$ cat src/rtl/gate_sequencer.sv
// Operand sequencer and self-checker for the two-input gate datapath.
// Steps (a,b) by button or timer, checks all eight gate results and drives the board LEDs.
module gate_sequencer #(
    parameter int DEBOUNCE_CYCLES = 270000,
    parameter int STEP_CYCLES     = 13500000,
    parameter int SETTLE_CYCLES   = 2,
    parameter bit LED_ACTIVE_LOW  = 1'b1
) (
    input  logic       clk,
    input  logic       rst,
    input  logic       btn_mode_n,
    input  logic       btn_step_n,
    output logic       gate_a,
    output logic       gate_b,
    input  logic [7:0] gate_res,
    output logic [7:0] leds,
    output logic       auto_mode,
    output logic       mismatch
);

    localparam int DB_W = $clog2(DEBOUNCE_CYCLES + 1);
    localparam int ST_W = $clog2(STEP_CYCLES + 1);
    localparam int SE_W = $clog2(SETTLE_CYCLES + 1);

    localparam logic [DB_W-1:0] DB_LAST     = DB_W'(DEBOUNCE_CYCLES - 1);
    localparam logic [ST_W-1:0] STEP_LAST   = ST_W'(STEP_CYCLES - 1);
    localparam logic [SE_W-1:0] SETTLE_LAST = SE_W'(SETTLE_CYCLES - 1);

    typedef enum logic [1:0] {
        ST_SETTLE = 2'd0,
        ST_CHECK  = 2'd1,
        ST_RUN    = 2'd2,
        ST_FAULT  = 2'd3
    } state_t;

    // Reference truth table for operands {a,b}
    function automatic logic [7:0] expected_vec(input logic [1:0] ops);
        logic a;
        logic b;
        a = ops[1];
        b = ops[0];
        return {a & b, a | b, a ^ b, ~b, ~a, ~(a & b), ~(a | b), ~(a ^ b)};
    endfunction

    function automatic logic [7:0] led_drive(input logic [7:0] lit);
        return LED_ACTIVE_LOW ? ~lit : lit;
    endfunction

    // Index 0 = mode button, index 1 = step button; deb_r holds 1 = pressed.
    logic [1:0]      sync1_r;
    logic [1:0]      sync2_r;
    logic [1:0]      deb_r;
    logic [1:0]      press_r;
    logic [DB_W-1:0] db_cnt_r [2];
    logic            mode_p_s;
    logic            step_p_s;

    state_t          state_r;
    state_t          state_s;
    logic [SE_W-1:0] settle_cnt_r;
    logic [SE_W-1:0] settle_cnt_s;
    logic [ST_W-1:0] timer_r;
    logic [ST_W-1:0] timer_s;
    logic [1:0]      ops_r;
    logic [1:0]      ops_s;
    logic            auto_r;
    logic            auto_s;
    logic            mism_r;
    logic            mism_s;
    logic [7:0]      leds_r;
    logic [7:0]      leds_s;
    logic [7:0]      exp_s;

    // Synchronise and debounce both buttons; an accepted press emits a one-cycle pulse.
    always_ff @(posedge clk) begin
        if (rst) begin
            sync1_r <= 2'b11;
            sync2_r <= 2'b11;
            deb_r   <= 2'b00;
            press_r <= 2'b00;
            for (int i = 0; i < 2; i++) begin
                db_cnt_r[i] <= {DB_W{1'b0}};
            end
        end else begin
            sync1_r <= {btn_step_n, btn_mode_n};
            sync2_r <= sync1_r;
            for (int i = 0; i < 2; i++) begin
                press_r[i] <= 1'b0;
                if (~sync2_r[i] != deb_r[i]) begin
                    if (db_cnt_r[i] == DB_LAST) begin
                        db_cnt_r[i] <= {DB_W{1'b0}};
                        deb_r[i]    <= ~sync2_r[i];
                        press_r[i]  <= ~sync2_r[i];
                    end else begin
                        db_cnt_r[i] <= db_cnt_r[i] + 1'b1;
                    end
                end else begin
                    db_cnt_r[i] <= {DB_W{1'b0}};
                end
            end
        end
    end

    assign mode_p_s = press_r[0];
    assign step_p_s = press_r[1];

    // State, counters and all output registers.
    always_ff @(posedge clk) begin
        if (rst) begin
            state_r      <= ST_SETTLE;
            settle_cnt_r <= {SE_W{1'b0}};
            timer_r      <= {ST_W{1'b0}};
            ops_r        <= 2'b00;
            auto_r       <= 1'b0;
            mism_r       <= 1'b0;
            leds_r       <= led_drive(8'h00);
        end else begin
            state_r      <= state_s;
            settle_cnt_r <= settle_cnt_s;
            timer_r      <= timer_s;
            ops_r        <= ops_s;
            auto_r       <= auto_s;
            mism_r       <= mism_s;
            leds_r       <= leds_s;
        end
    end

    // Next-state logic: settle, check, step (manual or timed), fault hold.
    always_comb begin
        state_s      = state_r;
        settle_cnt_s = settle_cnt_r;
        timer_s      = timer_r;
        ops_s        = ops_r;
        auto_s       = auto_r;
        mism_s       = mism_r;
        leds_s       = leds_r;
        exp_s        = expected_vec(ops_r);
        case (state_r)
            ST_SETTLE: begin
                if (mode_p_s) begin
                    auto_s  = ~auto_r;
                    timer_s = {ST_W{1'b0}};
                end else begin
                    auto_s  = auto_r;
                end
                if (settle_cnt_r == SETTLE_LAST) begin
                    settle_cnt_s = {SE_W{1'b0}};
                    state_s      = ST_CHECK;
                end else begin
                    settle_cnt_s = settle_cnt_r + 1'b1;
                end
            end
            ST_CHECK: begin
                if (gate_res == exp_s) begin
                    leds_s  = led_drive(gate_res);
                    state_s = ST_RUN;
                end else begin
                    // Light only the bits that disagree with the truth table
                    mism_s  = 1'b1;
                    leds_s  = led_drive(exp_s ^ gate_res);
                    state_s = ST_FAULT;
                end
            end
            ST_RUN: begin
                if (mode_p_s) begin
                    auto_s  = ~auto_r;
                    timer_s = {ST_W{1'b0}};
                end else if (!auto_r) begin
                    if (step_p_s) begin
                        ops_s   = ops_r + 2'd1;
                        state_s = ST_SETTLE;
                    end else begin
                        ops_s   = ops_r;
                    end
                end else if (timer_r == STEP_LAST) begin
                    timer_s = {ST_W{1'b0}};
                    ops_s   = ops_r + 2'd1;
                    state_s = ST_SETTLE;
                end else begin
                    timer_s = timer_r + 1'b1;
                end
            end
            ST_FAULT: begin
                if (step_p_s) begin
                    mism_s  = 1'b0;
                    state_s = ST_SETTLE;
                end else begin
                    mism_s  = mism_r;
                end
            end
            default: begin
                state_s = ST_SETTLE;
            end
        endcase
    end

    assign gate_a    = ops_r[1];
    assign gate_b    = ops_r[0];
    assign leds      = leds_r;
    assign auto_mode = auto_r;
    assign mismatch  = mism_r;

endmodule

$ cat config.mk
export PLATFORM = sky130hd
export DESIGN_NAME = gate_sequencer
export DESIGN_NICKNAME = d
export VERILOG_FILES = /design/src/rtl/gate_sequencer.sv
export SDC_FILE = /design/constraint.sdc
export NUM_CORES = 1
export LEC_CHECK = 0
export BUFFER_PORTS_ARGS = -buffer_cell sky130_fd_sc_hd__buf_2
export CAP_MARGIN = 20
export CORE_ASPECT_RATIO = 0.75
export CORE_MARGIN = 1.5
export CORE_UTILIZATION = 44
export CTS_CLUSTER_DIAMETER = 150
export DETAILED_ROUTE_END_ITERATION = 12
export PLACE_DENSITY = 0.64
export SETUP_SLACK_MARGIN = 0.4
export SLEW_MARGIN = 20
export SYNTH_ARGS = -nofsm -noshare
export SYNTH_HDL_FRONTEND = slang
export SYNTH_SLANG_ARGS = --single-unit
export TNS_END_PERCENT = 100
$ cat constraint.sdc
create_clock -name clk -period 2.6 [get_ports clk]
set_input_delay 0.39 -clock clk [delete_from_list [all_inputs] [get_ports clk]]
set_output_delay 0.39 -clock clk [all_outputs]
set_load 0.03 [all_outputs]
# Word-level counts from Yosys, hierarchy flattened
# Memory sizes are Yosys's and may differ from the RTL's.
# Index checks and enable logic that the tools add are counted.
# classes
magnitude_cmp	0
div	0
n_bitwise	25
add_sub_neg	5
muxes	50
mul	0
eq_ne	18
shift	0
n_reduce_logical	14
# op_table
cell	count
$mux 19	6
$mux 24	4
$pmux 24 s2	1
$add 19x1->19 const B	2
$eq 19x19->1 const B	2
$mux 1	27
$add 24x1->24 const B	1
$eq 24x24->1 const B	1
$mux 2	9
$not 8->8	2
$not 1->1	13
$ne 2x2->1 const B	5
$reduce_and 3->1	3
$eq 8x8->1	1
$mux 8	1
$pmux 2 s4	1
$xor 8x8->8	1
$or 1x1->1	7
$ne 3x3->1 const B	2
$reduce_and 2->1	3
$reduce_bool 2->1	3
$reduce_or 3->1	2
$add 2x1->2 const B	2
$eq 2x1->1 const B	2
other kinds (9)	11
# word_totals
elab_cells	126
latchBits	0
reg_bits	48
rom_bits	0
memories	1
output_inout_bits	12
inputBits	12
ramBits	38
# mem_list
name	depth	width	read_ports	rd_clocked_by_memory_dff	write_ports	line	source
db_cnt_r	2	19	2	0	2	54	logic [DB_W-1:0] db_cnt_r [2];

# Depth between registers and ports, before layout
# Gate-level depths: netlist of run 1.
# An unclocked memory read counts as a cell.
# logic_depth
word_depth	9
mapped_depth	8
mapped_depth_nobuf	7

# Least setup slack after synthesis of run 1
# OpenSTA, ideal clock, no wires.
# synth_timing
kind	register to register
start	register ops_r[1]
end	register leds_r[0] (netlist: leds[0])
path_slack_ns	0.268
n_path_buf	0
setup_ns	0.122
required_ns	2.478
arrival_time_ns	2.209
stages_incl_launch_ff	8
synth_period_minus_slack_ns	2.332
path_cell_list	dfxtp_1 inv_1 ha_1 nor3b_1 a21oi_1 or4_1 a21o_1 a311o_1
# synth_between
elab_chain_cells	5
word_cells_on_any_way	11
classes_between	eq/ne (1); mux (1); bitwise (9)
# synth_lines
item	line	source
start: declaration	64	logic [1:0] ops_r;
start signal: assignment	121	ops_r <= ops_s;
$xor 1x1->1 *	42	return {a & b, a | b, a ^ b, ~b, ~a, ~(a & b), ~(a | b), ~(a ^ b)};
named net exp_s[5]	72	logic [7:0] exp_s;
branches (longest 3 deep; another with $eq 8x8->1)	-	
$mux 8 *	154	if (gate_res == exp_s) begin
end signal: assignment	116	leds_r <= led_drive(8'h00);
end signal: assignment	124	leds_r <= leds_s;
end: declaration	70	logic [7:0] leds_r;
# Mark *: on every way through the listed nets, which the timed path passes.
# A chain may end at the register's enable or synchronous reset.

# Worst setup path in the final report of run 1
# Ends and elaborated chain as after synthesis.

==> results of run 1 <==
-- timing repair --
| action | in CTS | in global routing |
|---|---|---|
| setup buffers | 0 | 3 |
| setup endpoints to repair | 0 | 44 |
| gates resized for setup | 0 | 5 |
| hold endpoints to repair | 0 | 0 |
| hold buffers | 0 | 0 |
-- worst max path at each step --
stage / end / cells after the start / start / slack (ns)
after floorplan: leds[0] / 7 / ops_r[1] / 0.40
after detailed placement: leds[0] / 7 / ops_r[1] / 0.44
after global routing: db_cnt_r[0][12] / 6 / db_cnt_r[0][0] / 0.37
after global placement: leds[0] / 7 / ops_r[1] / 0.46
after CTS: leds[0] / 7 / ops_r[1] / 0.42
final: leds[0] / 7 / ops_r[1] / 0.52
-- stage by stage --
step / hold slack [ns] / utilization, % / power, mW / std cells
6_report: 0.2306 / 53.65 / 3.371 / 677
5_1_grt: 0.2375 / 53.65 / 3.509 / 677
4_1_cts: 0.2255 / 52.93 / 3.381 / 674
3_5_place_dp: 0.4029 / 49.59 / 1.980 / 658
3_3_place_gp: 0.3984 / 49.59 / 1.969 / 658
2_1_floorplan: 0.3895 / - / 1.876 / 511
-- registers in the layout, summed over array words and instances (netlist names) --
register      count
auto_mode         1
db_cnt_r         38
deb_r             2
leds              8
mismatch          1
ops_r             2
press_r           2
settle_cnt_r      2
state_r           2
sync1_r           2
sync2_r           2
timer_r          24
-- synthesized netlist by cell type, drive strengths merged, types with 3 or more instances --
cell and count:
nor2 83, dfxtp 48, edfxtp 38, nand3 38
nand2 34, xor2 34, nand4 20, a21oi 18
xnor2 17, inv 12, a31oi 11, nor2b 11
nor3 11, or2 10, buf 9, clkbuf 9
nor4 9, and3 8, o21ai 7, and4 5
ha 5, o21bai 4, or4 3
-- layer usage --
layer  part of all wire, %  routed length [um]  track usage [%]  vias up
met5                     0                   0                0        -
met4                   1.5                 135            6.652        0
met3                   4.7                 419            4.145       13
met2                    41                3660            25.69       67
met1                    53                4668            24.53     1584
li1                      -                   -                -     1774
-- area by class of cell --
type	count	area, um^2	share of cell area (%)
Multi-Input combinational cell	395	2318	44.75
Sequential cell	86	2105	40.62
Clock buffer	9	225.2	4.347
Timing Repair Buffer	36	225.2	4.347
Tap cell	132	165.2	3.188
Clock inverter	7	97.59	1.884
Inverter	12	45.04	0.8694
-- kinds of logic (layout without fill, tap and decap cells) --
kind of cell / count (synthesis) / after routing / share of synthesized area, %
flip-flops: 86 / 86 / 48.00
buffers and inverters: 30 / 64 / 3.000
XOR/XNOR: 51 / 51 / 10.20
adder cells (fa/ha/maj): 5 / 5 / 1.429
multiplexers: 2 / 2 / 0.5713
AO/OA/AOI/OAI: 52 / 52 / 8.029
AND/OR/NAND/NOR: 247 / 247 / 28.69
other: 1 / 38 / 0.08563
-- power by group through the flow --
stage          Combinational, mW  Sequential [mW]  Clock (mW)
2_1_floorplan              0.248             1.63           0
3_3_place_gp               0.373             1.60           0
3_5_place_dp               0.379             1.60           0
4_1_cts                    0.380             1.57        1.43
5_1_grt                    0.443             1.59        1.48
6_report                   0.399             1.57        1.40
-- worst max-delay path, cell delays in order (launching register included) --
cell and delay [ns]:
sky130_fd_sc_hd__dfxtp_2 0.36, sky130_fd_sc_hd__inv_1 0.09, sky130_fd_sc_hd__ha_4 0.26, sky130_fd_sc_hd__nor3b_2 0.17, sky130_fd_sc_hd__a21oi_1 0.05, sky130_fd_sc_hd__or4_1 0.54
sky130_fd_sc_hd__a21o_1 0.20, sky130_fd_sc_hd__a311o_1 0.29
==> results.txt, run 1 <==
The run gives 24 as the number of top-level design ports. Number of nets at the end of the flow: 557. Yosys mapped a number of flops with a built-in enable equal to 38. The worst endpoint required time is 2.83 ns, and the final RePlAce weighted congestion is 0.7758. The tools report the total net switching power as 0.8851 mW. The die width was 118.2 um; the number of buffers created by CTS was 9. The most frequent standard cell in the layout excluding fill and tap cells is sky130_fd_sc_hd__nor2_1. The dominant cell type by area after synthesis is sky130_fd_sc_hd__edfxtp_1. The normalized max-slew margin was 61.95%; the detailed-routing iteration count for the pre-antenna-repair pass was 5. The routed design has 8.883 mm of wire. The area share of the largest cell type after synthesis is 26.06%. After synthesis, the mean cell area works out to 9.239 um^2.

The internal portion of the total power is 2.486 mW. After legalization and detailed placement, the total HPWL measured 6.270 mm. The cell area that synthesis handed to floorplanning was 4379 um^2. For the number of global-route vias before repair, the log shows 3069.

Share of total power in the clock network: 41.5%. For the wire length of the first global-routing pass, the log shows 14.37 mm. The floorplan step set the die height to 89.40 um. The tools report the global router's overall resource usage as 17.29%.

Setup repair after global routing left no endpoint under its margin. The tools report the total number of vias as 3438. In the finished design, the share of the clock period the worst path needs comes to 79.86%. The flow ran to the end, and the final reports show no timing, DRC or antenna violations.

The max-slew violation total from the final report is 0. The logs give 4790 um^2 for the placed cell area and 0.52 ns for the worst reg-to-reg setup slack. In this run the clock root is driven by a sky130_fd_sc_hd__clkbuf_16.

The worst register-to-register path begins at ops_r[1]. The worst min-delay path category was in -> reg. The tools report the number of antenna violations at the first check in global routing as 0. The number of stages on the worst hold path works out to 2.

The setup TNS after final layout came out at 0 ns. The logs give 0 for the total congestion overflow and 9658 um^2 for the area of the core. For the effective utilization at floorplan, the log shows 45.34%. Sequential elements use 48.00% of the synthesized area.

The tools report the post-synthesis cell count as 474. For the share of power burned in registers, the log shows 46.7%. Combinational logic burns 11.8% of the power.

The floorplan die area came out at 10570 um^2. The worst hold path terminates at sync1_r[1]. The number of register bits inferred by synthesis is 86, and the max-capacitance violation count is 0.

The number of design rule violations left after detail routing is 0, and the critical-path maximum fanout is 5. Dividing the detail-routed wire length by the instance count gives 13.12 um. The initial detailed-routing violation count is 154. The area growth from synthesis to layout is 18.31%. No sink is reached through more buffers than the 2 on the longest clock path.

Power density normalized to cell area: 650.6 nW/um^2. The startpoint identified for the worst hold timing path is btn_step_n. Yosys attributes the largest share of cell area to sky130_fd_sc_hd__edfxtp_1 (26%), sky130_fd_sc_hd__dfxtp_1 (22%), sky130_fd_sc_hd__nor2_1 (7.1%), sky130_fd_sc_hd__xor2_1 (6.8%), sky130_fd_sc_hd__nand3_1 (4.2%).

Data arrives at the worst endpoint at 2.31 ns. Entering global routing, the biggest net connects 28 pins. The final period demand of the worst path is 2.076 ns, and the count of fill cells added during filler insertion is 887. The number of different library cells used by synthesis comes to 53. The tools report the clock latency on the worst-skew pair as 0.35 ns.

The worst setup path is captured at a flop. In this run the remaining antenna-violating nets after routing total 0. For the number of antenna cells inserted, the log shows 0. Prior to clock tree synthesis, the placed netlist has a worst setup slack of 0.4433 ns.

The count of standard-cell rows came out at 31. The worst setup path is launched from a flop. The worst reg2reg path depth is 7. For this run, the leading register cell type out of synthesis is sky130_fd_sc_hd__dfxtp_1. The routed via count divided by cell count was 5.078; the largest clock skew in the final design was 0.004981 ns. VDD sags by at most 0.4531 mV. For the worst path setup slack after routing, the log shows 0.5236 ns. Yosys printed 0 warnings.

The run gives 1.866 nW as the reported leakage power. The tools report the number of clock sinks as 86. The share of flip-flops with an asynchronous set or reset came out at 0%. The finished layout cell area was 5181 um^2. By startpoint and endpoint, the worst setup path is classified as reg -> reg.

The clock transition time at the flip-flop clock pins of the worst setup and hold paths came out at 0.06 ns. The slew at the pin closest to its max-slew limit came out at 0.5656 ns. The number of buffers inserted by port buffering is 23. The library cells used most frequently in the layout, excluding fill and tap cells, are sky130_fd_sc_hd__nor2_1 (83), sky130_fd_sc_hd__dfxtp_1 (46), sky130_fd_sc_hd__edfxtp_1 (38), sky130_fd_sc_hd__conb_1 (38), sky130_fd_sc_hd__nand3_1 (37). The share of layout cells above drive strength 1 came out at 13.94%. Net switching is 26.26% of the power. The final hold violation count was 0; the number of failing setup endpoints in the final timing report was 0. The H-tree generated during clock tree synthesis spans 3 levels. TritonCTS built the clock tree.

For this run, the top clock speed supported by timing is 481.6 MHz. The reg-to-reg critical path endpoint was leds[0].
Note: power is estimated with default switching activity, not from simulation.
==> run 2: changes to the inputs <==
Settings changed: ABC_AREA set to 1, PLACE_DENSITY 0.64 to 0.66.
Clock period 2.6 ns to 1.67 ns, I/O delays scaled along.
==> run 2 against run 1 <==
  * Register-to-register slack lost 0.50 ns
  * Synthesized cell count increased by 38%
  * Cell area is 39% higher
  * Critical endpoint is now db_cnt_r[1][8]
  * Largest cell class unchanged
  * Synthesized area increased by 12%
  * Worst hold slack lost 0.15 ns
  * Critical path type unchanged
  * Total power is 63% higher
  * Sequential share of layout area decreased by 11 points
  * Final cell count increased by 41%
==> results.txt, run 2 <==
The clock latency on the worst-skew pair was 0.35 ns (about the same); the maximum vdd drop was 0.5918 mV (was 0.4531 mV). Register with the most flip-flops: db_cnt_r (unchanged). The share of the clock period used by the worst path was 98.80% (was 79.86%). The aggregate routed wire length is 13.65 mm (was 8.883 mm), and the area of the core is 10860 um^2 (was 9658 um^2).

The clock transition time at the flip-flop clock pins of the worst setup and hold paths came out at 0.07 ns (was 0.06 ns). The most frequent standard cell in the layout excluding fill and tap cells was sky130_fd_sc_hd__nand2_1 (was sky130_fd_sc_hd__nor2_1). The number of nets at the end of the flow was 829 (was 557); the achievable frequency was 606.1 MHz (was 481.6 MHz). The tools report the pre-CTS worst setup slack as 0.03342 ns (was 0.4433 ns). The final hold violation count is 0 (unchanged), and the post-detailed-route count of antenna-violating nets is 0 (unchanged).

The area share of xor/xnor cells in the synthesized design is 4.476% (was 10.20%), and the buffer levels on the longest clock path is 2 (unchanged). The setup TNS after final layout was 0 ns (unchanged). The wire length of the first global-routing pass is 21.60 mm (was 14.37 mm). Initial detailed-routing violation count: 319 (was 154).

The floorplan die area came out at 11770 um^2 (was 10570 um^2). The logs give 957 (was 677) for the number of cells in the finished layout apart from fillers and 16 (was 28) for the pin count of the biggest net entering global routing. For the hold buffer count at cts, the log shows 0 (unchanged). The number of failing setup endpoints in the final timing report is 0 (unchanged). Largest clock skew in the final design: 0.005072 ns (was 0.004981 ns). The tools report the reg-to-reg critical path endpoint as db_cnt_r[1][8] (was leds[0]). The area share of the largest cell type after synthesis came out at 23.32% (was 26.06%). The worst min-delay path category was in -> reg (unchanged). The cell with the biggest individual delay on the critical path was sky130_fd_sc_hd__edfxtp_1 (was sky130_fd_sc_hd__or4_1). The run gives 1.77 ns (was 2.83 ns) as the worst endpoint required time. The largest family of logic cells by synthesized area is simple AND/OR/NAND/NOR gates (unchanged). The finished layout cell area came out at 7223 um^2 (was 5181 um^2).

The logs give 0 (unchanged) for the total congestion overflow and 4892 um^2 (was 4379 um^2) for the netlist area before placement. In this design, the critical path's most frequently occurring cell is sky130_fd_sc_hd__buf_4. The detailed-route wire length per cell works out to 14.27 um (was 13.12 um). The beginning of the worst hold path was btn_step_n (unchanged).

For the worst path setup slack after routing, the log shows 0.02007 ns (was 0.5236 ns). The number of clock sinks is 86 (unchanged). The family of cells with the greatest summed delay on the critical path was simple AND/OR/NAND/NOR gates (unchanged). The cell with the most instances after synthesis is sky130_fd_sc_hd__nand2_1 (was sky130_fd_sc_hd__nor2_1).

The type of the setup path with the least slack was reg -> reg (unchanged). The run gives 5 (unchanged) as the detailed-routing iteration count for the pre-antenna-repair pass. Cells traversed along the worst timing path: buf_4, nand2_1, nor3_4, buf_4, xor2_1, nor2_1 (was inv_1, ha_4, nor3b_2, a21oi_1, or4_1, a21o_1, a311o_1). The tools report the global router's overall resource usage as 22.83% (was 17.29%). Top post-synthesis cells by area: sky130_fd_sc_hd__edfxtp_1 (23%), sky130_fd_sc_hd__dfxtp_1 (20%), sky130_fd_sc_hd__nand2_1 (11%), sky130_fd_sc_hd__nor2_1 (7.4%), sky130_fd_sc_hd__inv_1 (6.0%) (was sky130_fd_sc_hd__edfxtp_1 (26%), sky130_fd_sc_hd__dfxtp_1 (22%), sky130_fd_sc_hd__nor2_1 (7.1%), sky130_fd_sc_hd__xor2_1 (6.8%), sky130_fd_sc_hd__nand3_1 (4.2%)). Kind of launch point of the worst setup path: a flop (unchanged). The run gives 45.05% (was 45.34%) as the effective utilization at floorplan. The number of design rule violations left after detail routing is 0 (unchanged). The area growth from synthesis to layout was 47.65% (was 18.31%); the number of cells in the design after placement was 876 (was 658). Post-synthesis simple-gate area fraction: 37.67% (was 28.69%). Setup repair after global routing could not meet its margin everywhere. The number of register bits inferred by synthesis is 86 (unchanged).

The final RePlAce weighted congestion was 0.9498 (was 0.7758); the power density normalized to cell area was 758.8 nW/um^2 (was 650.6 nW/um^2). Share of layout cells above drive strength 1: 41.13% (was 13.94%). The run finished with clean final reports. Worst reg2reg path depth: 6 (was 7). The run gives 0 (unchanged) as the max-slew violation total from the final report. Endpoint of the worst hold-timing path: sync1_r[1] (unchanged). The number of flip-flops in the largest register came out at 38 (unchanged).

The die span in y came out at 94.32 um (was 89.40 um). The number of global-route vias before repair is 4746 (was 3069). The HPWL after detailed placement came out at 8.414 mm (was 6.270 mm).

The total number of vias was 4936 (was 3438). The routed via count divided by cell count was 5.158 (was 5.078). The run gives 0.02 ns (was 0.52 ns) as the worst reg-to-reg setup slack.

For the distinct cell type count after synthesis, the log shows 40 (was 53). The synthesized area per cell works out to 7.469 um^2 (was 9.239 um^2). The critical-path maximum fanout is 3 (was 5), and the number of buffers created by CTS is 9 (unchanged).

The H-tree depth was 3 (unchanged); the share of flip-flops with an asynchronous set or reset was 0% (unchanged). The number of buffers inserted by port buffering was 23 (unchanged). The start of the worst register-to-register path was db_cnt_r[1][6] (was ops_r[1]). The number of enable flip-flop cells after synthesis is 38 (unchanged), and the number of top-level design ports is 24 (unchanged).

The run gives 0 (unchanged) as the warning count from the yosys run. For the share of the yosys chip area belonging to registers, the log shows 42.97% (was 48.00%). The number of antenna cells inserted was 0 (unchanged).

The post-synthesis share of cell area spent on full adders, half adders and majority gates works out to 1.279% (was 1.429%). Most instantiated cells after synthesis: sky130_fd_sc_hd__nand2_1 (137), sky130_fd_sc_hd__nor2_1 (97), sky130_fd_sc_hd__inv_1 (78) (was sky130_fd_sc_hd__nor2_1 (83), sky130_fd_sc_hd__dfxtp_1 (48), sky130_fd_sc_hd__edfxtp_1 (38)). TritonCTS built the clock tree. Post-synthesis cell count: 655 (was 474).

The run gives 2.753 nW (was 1.866 nW) as the reported leakage power. The dominant cell type by area after synthesis was sky130_fd_sc_hd__edfxtp_1 (unchanged). The clock root buffer is sky130_fd_sc_hd__clkbuf_16 (unchanged). The final period demand of the worst path is 1.650 ns (was 2.076 ns), and the data arrival time of the critical path is 1.75 ns (was 2.31 ns). The max-capacitance violation count was 0 (unchanged); the number of buffers and inverters on the critical path was 2 (was 1). The largest incremental delay on the critical path came out at 0.41 ns (was 0.54 ns). Number of stages on the worst hold path: 2 (unchanged). Commonest cells after routing, fill and taps aside: sky130_fd_sc_hd__nand2_1 (119), sky130_fd_sc_hd__buf_4 (79), sky130_fd_sc_hd__inv_1 (64) (was sky130_fd_sc_hd__nor2_1 (83), sky130_fd_sc_hd__dfxtp_1 (46), sky130_fd_sc_hd__edfxtp_1 (38), sky130_fd_sc_hd__conb_1 (38), sky130_fd_sc_hd__nand3_1 (37)).

The number of antenna violations at the first check in global routing is 0 (unchanged). Multiplexer fraction of the synthesized cell area: 0% (was 0.5714%). The tools report the placed cell area as 5675 um^2 (was 4790 um^2). The most common flop cell mapped by yosys is sky130_fd_sc_hd__dfxtp_1 (unchanged).

The count of standard-cell rows is 33 (was 31), and the total power is 5.481 mW (was 3.371 mW). The die width was 124.8 um (was 118.2 um). The nature of the critical path endpoint was a flop (unchanged).

The post-synthesis compound-gate area fraction works out to 5.754% (was 8.029%).
## run 2: cell count changes after synthesis, moves of 8 or more
cell	before	now
sky130_fd_sc_hd__a21oi_1	18	38
sky130_fd_sc_hd__a31oi_1	10	1
sky130_fd_sc_hd__inv_1	12	78
sky130_fd_sc_hd__nand2_1	34	137
sky130_fd_sc_hd__nand2_2	0	10
sky130_fd_sc_hd__nand3_1	37	50
sky130_fd_sc_hd__nor2_1	83	97
sky130_fd_sc_hd__nor2b_1	11	0
sky130_fd_sc_hd__nor3_1	11	31
sky130_fd_sc_hd__xnor2_1	17	9
sky130_fd_sc_hd__xor2_1	34	16
## run 2: area by class of cell
| class | instances | area [um^2] |
|---|---|---|
| tap | 140 | 175.2 |
| inverter | 88 | 339.1 |
| fill | 854 | 3636 |
| clock inverter | 4 | 30.03 |
| clock buffer | 12 | 267.8 |
| timing repair buffer | 112 | 842.1 |
| multi-input combinational | 515 | 3440 |
| sequential | 86 | 2130 |
## run 2: cell families (layout without fill, tap and decap cells)
logic type               Yosys count  count (layout)
AO/OA/AOI/OAI                     54              54
XOR/XNOR                          25              25
adder cells (fa/ha/maj)            5               5
buffers and inverters             96             216
flip-flops                        86              86
other                              1              38
AND/OR/NAND/NOR                  388             393
## run 2: worst reg2reg max path, cell delays in order, from the launching register on
cell and delay, ns:
sky130_fd_sc_hd__edfxtp_1 0.41, sky130_fd_sc_hd__buf_4 0.15, sky130_fd_sc_hd__nand2_1 0.14, sky130_fd_sc_hd__nor3_4 0.26, sky130_fd_sc_hd__buf_4 0.15, sky130_fd_sc_hd__xor2_1 0.21
sky130_fd_sc_hd__nor2_1 0.08
## run 2: how the worst max path moves through the flow
stage                          from  slack [ns]  cells past startpoint              end
finish               db_cnt_r[1][6]        0.02                      6   db_cnt_r[1][8]
detailed placement   db_cnt_r[1][0]        0.03                      6  db_cnt_r[1][14]
global placement    db_cnt_r[1][13]        0.07                      6  db_cnt_r[1][14]
floorplan            db_cnt_r[0][0]        0.13                      7   db_cnt_r[0][2]
CTS                  db_cnt_r[1][0]        0.09                      7  db_cnt_r[1][12]
global route         db_cnt_r[0][0]       -0.02                      9  db_cnt_r[0][14]
## run 2: where the power goes
group,leakage (nW),total [mW],internal [mW],switching (mW)
combinational,1.82,0.988,0.346,0.642
sequential,0.791,2.47,2.35,0.118
clock,0.144,2.02,1.14,0.879
## run 2: stage by stage
stage          utilization (%)  hold slack [ns]
2_1_floorplan                -           0.3543
3_3_place_gp             52.26           0.3935
3_5_place_dp             52.26           0.3923
4_1_cts                  61.85          0.08304
5_1_grt                  66.52          0.08886
6_report                 66.52          0.08463
## run 2: per-layer routing
layer  wire length [um]  GRT usage, %  vias to the layer above
met5                  0             0                        -
met4                208         8.333                        0
met3                876         6.093                       23
met2               6453         38.10                      165
met1               6113         28.74                     2331
li1                   -             -                     2417
## run 2: what timing repair did
action / 4_1_cts / 5_1_grt
gates resized for setup: 86 / 101
gates cloned: 6 / 0
pin swaps: 39 / 43
setup endpoints to repair: 78 / 81
setup buffers: 43 / 16
==> run 3: changes to the inputs <==
Settings changed: CAP_MARGIN 20 to not set, MAX_ROUTING_LAYER set to met4.
==> run 3 against run 2 <==
  * Core utilization is 0.70 points higher
  * Die area is the same
  * Fmax is 1.5% higher
  * Wire length rose by 6.9%
  * Largest cell class unchanged
  * Largest power group unchanged
  * Highest routed layer unchanged
==> results.txt, run 3 (synthesized netlist as in run 2, its figures left out) <==
The flow ran to the end, and the final reports show no timing, DRC or antenna violations. The number of flip-flops in the largest register is 38 (unchanged), and the pin count of the biggest net entering global routing is 17 (was 16). The effective utilization at floorplan is 45.05% (unchanged), and the area of the core is 10860 um^2 (unchanged). The kind of launch point of the worst setup path is a flop (unchanged). The tools report the max-capacitance violation count as 0 (unchanged). Detailed-route wire length per cell: 15.06 um (was 14.27 um). The run gives 14.59 mm (was 13.65 mm) as the aggregate routed wire length. The register with the most flip-flops was db_cnt_r (unchanged). The global router's overall resource usage is 23.37% (was 22.83%), and the largest incremental delay on the critical path is 0.40 ns (was 0.41 ns). The floorplan die area was 11770 um^2 (unchanged). The share of layout cells above drive strength 1 was 40.77% (was 41.13%); the achievable frequency was 615.2 MHz (was 606.1 MHz).

The area growth from synthesis to layout came out at 49.21% (was 47.65%). For the wire length of the first global-routing pass, the log shows 21.49 mm (was 21.60 mm). For the number of antenna cells inserted, the log shows 0 (unchanged). Clock root buffer: sky130_fd_sc_hd__clkbuf_16 (unchanged). The share of the clock period used by the worst path is 97.34% (was 98.80%), and the clock transition time at the flip-flop clock pins of the worst setup and hold paths is 0.06 ns (was 0.07 ns). Max-slew violation total from the final report: 0 (unchanged). Die span in y: 94.32 um (unchanged). Worst endpoint required time: 1.77 ns (about the same). The critical-path maximum fanout was 11 (was 3); the largest clock skew in the final design was 0.004695 ns (was 0.005072 ns).

The count of standard-cell rows was 33 (unchanged). The nature of the critical path endpoint is a flop (unchanged). The detailed-routing iteration count for the pre-antenna-repair pass is 5 (unchanged), and the post-detailed-route count of antenna-violating nets is 0 (unchanged). Number of buffers inserted by port buffering: 23 (unchanged). The final period demand of the worst path came out at 1.626 ns (was 1.650 ns). The number of failing setup endpoints in the final timing report was 0 (unchanged).

Cell with the biggest individual delay on the critical path: sky130_fd_sc_hd__edfxtp_1 (unchanged). Commonest cells after routing, fill and taps aside: sky130_fd_sc_hd__nand2_1 (115), sky130_fd_sc_hd__buf_4 (87), sky130_fd_sc_hd__nor2_1 (70) (was sky130_fd_sc_hd__nand2_1 (119), sky130_fd_sc_hd__buf_4 (79), sky130_fd_sc_hd__inv_1 (64)). The data arrival time of the critical path is 1.73 ns (was 1.75 ns), and the routed via count divided by cell count is 5.216 (was 5.158).

The logs give 8.392 mm (was 8.414 mm) for the HPWL after detailed placement and 9 (unchanged) for the number of buffers created by CTS. The die width was 124.8 um (unchanged). Cells traversed along the worst timing path: inv_1, nand4_1, nor2_1, nand4_1, nand3_2, buf_6, nor2_1 (was buf_4, nand2_1, nor3_4, buf_4, xor2_1, nor2_1). The run gives 841 (was 829) as the number of nets at the end of the flow. The power density normalized to cell area is 780.2 nW/um^2 (was 758.8 nW/um^2), and the worst path setup slack after routing is 0.04446 ns (was 0.02007 ns). The reported leakage power was 2.848 nW (was 2.753 nW); the initial detailed-routing violation count was 339 (was 319).

The most frequent standard cell in the layout excluding fill and tap cells is sky130_fd_sc_hd__nand2_1 (unchanged). The tools report the total congestion overflow as 0 (unchanged). For the buffer levels on the longest clock path, the log shows 2 (unchanged). The total number of vias was 5054 (was 4936); the clock latency on the worst-skew pair was 0.35 ns (about the same). The hold slack was 0.08554 ns (was 0.08463 ns). The number of clock sinks was 86 (unchanged); the H-tree depth was 3 (unchanged). For the number of top-level design ports, the log shows 24 (unchanged).

The maximum vdd drop came out at 0.5673 mV (was 0.5918 mV). The final RePlAce weighted congestion was 0.9136 (was 0.9498); the setup TNS after final layout was 0 ns (unchanged). TritonCTS built the clock tree. The tools report the final hold violation count as 0 (unchanged). The number of antenna violations at the first check in global routing was 0 (unchanged); the number of global-route vias before repair was 4572 (was 4746).

Setup repair after global routing could not meet its margin everywhere. The pre-CTS worst setup slack came out at 0.03987 ns (was 0.03342 ns). The number of design rule violations left after detail routing came out at 0 (unchanged). The type of the setup path with the least slack is reg -> reg (unchanged). The worst min-delay path category was in -> reg (unchanged).
==> run 3: path summary, 6_finish.rpt <==
kind	start	endpoint	slack [ns]	cells past startpoint
worst max-delay path	db_cnt_r[0][8]	db_cnt_r[0][5]	0.04	7
worst max register to register	db_cnt_r[0][8]	db_cnt_r[0][5]	0.04	7
worst min register to register	sync1_r[1]	sync2_r[1]	0.41	1
worst min-delay path	btn_step_n	sync1_r[1]	0.09	2
==> run 3: final cells by class <==
type	instances	area, um^2
Fill cell	841	3560
Clock buffer	10	229.0
Clock inverter	6	91.34
Sequential cell	86	2131
Inverter	88	340.3
Multi-Input combinational cell	516	3402
Timing Repair Buffer	123	930.9
Tap cell	140	175.2
==> run 3: power breakdown <==
part | total [mW] | internal [mW] | switching, mW | leakage [nW]
combinational | 1.01 | 0.353 | 0.653 | 1.90
sequential | 2.47 | 2.35 | 0.119 | 0.790
clock | 2.22 | 1.33 | 0.891 | 0.158
total | 5.70 | 4.03 | 1.66 | 2.85
==> run 3: metrics by stage <==
| stage | std cells | util, % | instance area [um^2] | total power [mW] |
|---|---|---|---|---|
| after floorplan | 692 | - | 5225 | 3.060 |
| after global placement | 878 | 52.40 | 5690 | 3.285 |
| after detailed placement | 878 | 52.40 | 5690 | 3.306 |
| after CTS | 939 | 61.94 | 6726 | 5.614 |
| after global routing | 969 | 67.22 | 7300 | 5.888 |
| final | 969 | 67.22 | 7300 | 5.695 |
==> run 3: metal layers <==
layer	up-vias	part of all wire (%)	wire length (um)	track usage, %
met5	-	0	0	-
met4	0	2.5	358	7.663
met3	35	6.9	1008	4.841
met2	196	48	7015	36.63
met1	2388	43	6210	30.47
li1	2435	-	-	-
==> run 3: worst max-delay path, delay by kind of cell (launching register included) <==
family	cells	cell delay, ns
buffers and inverters	2	0.31
flip-flops	1	0.40
AND/OR/NAND/NOR	5	0.68
==> run 3: what timing repair did <==
item / CTS / global route
hold buffers: 0 / 0
pin swaps: 37 / 58
buffers inserted: 39 / 30
setup endpoints to repair: 78 / 82
gates cloned: 6 / 0
gates resized for setup: 88 / 94
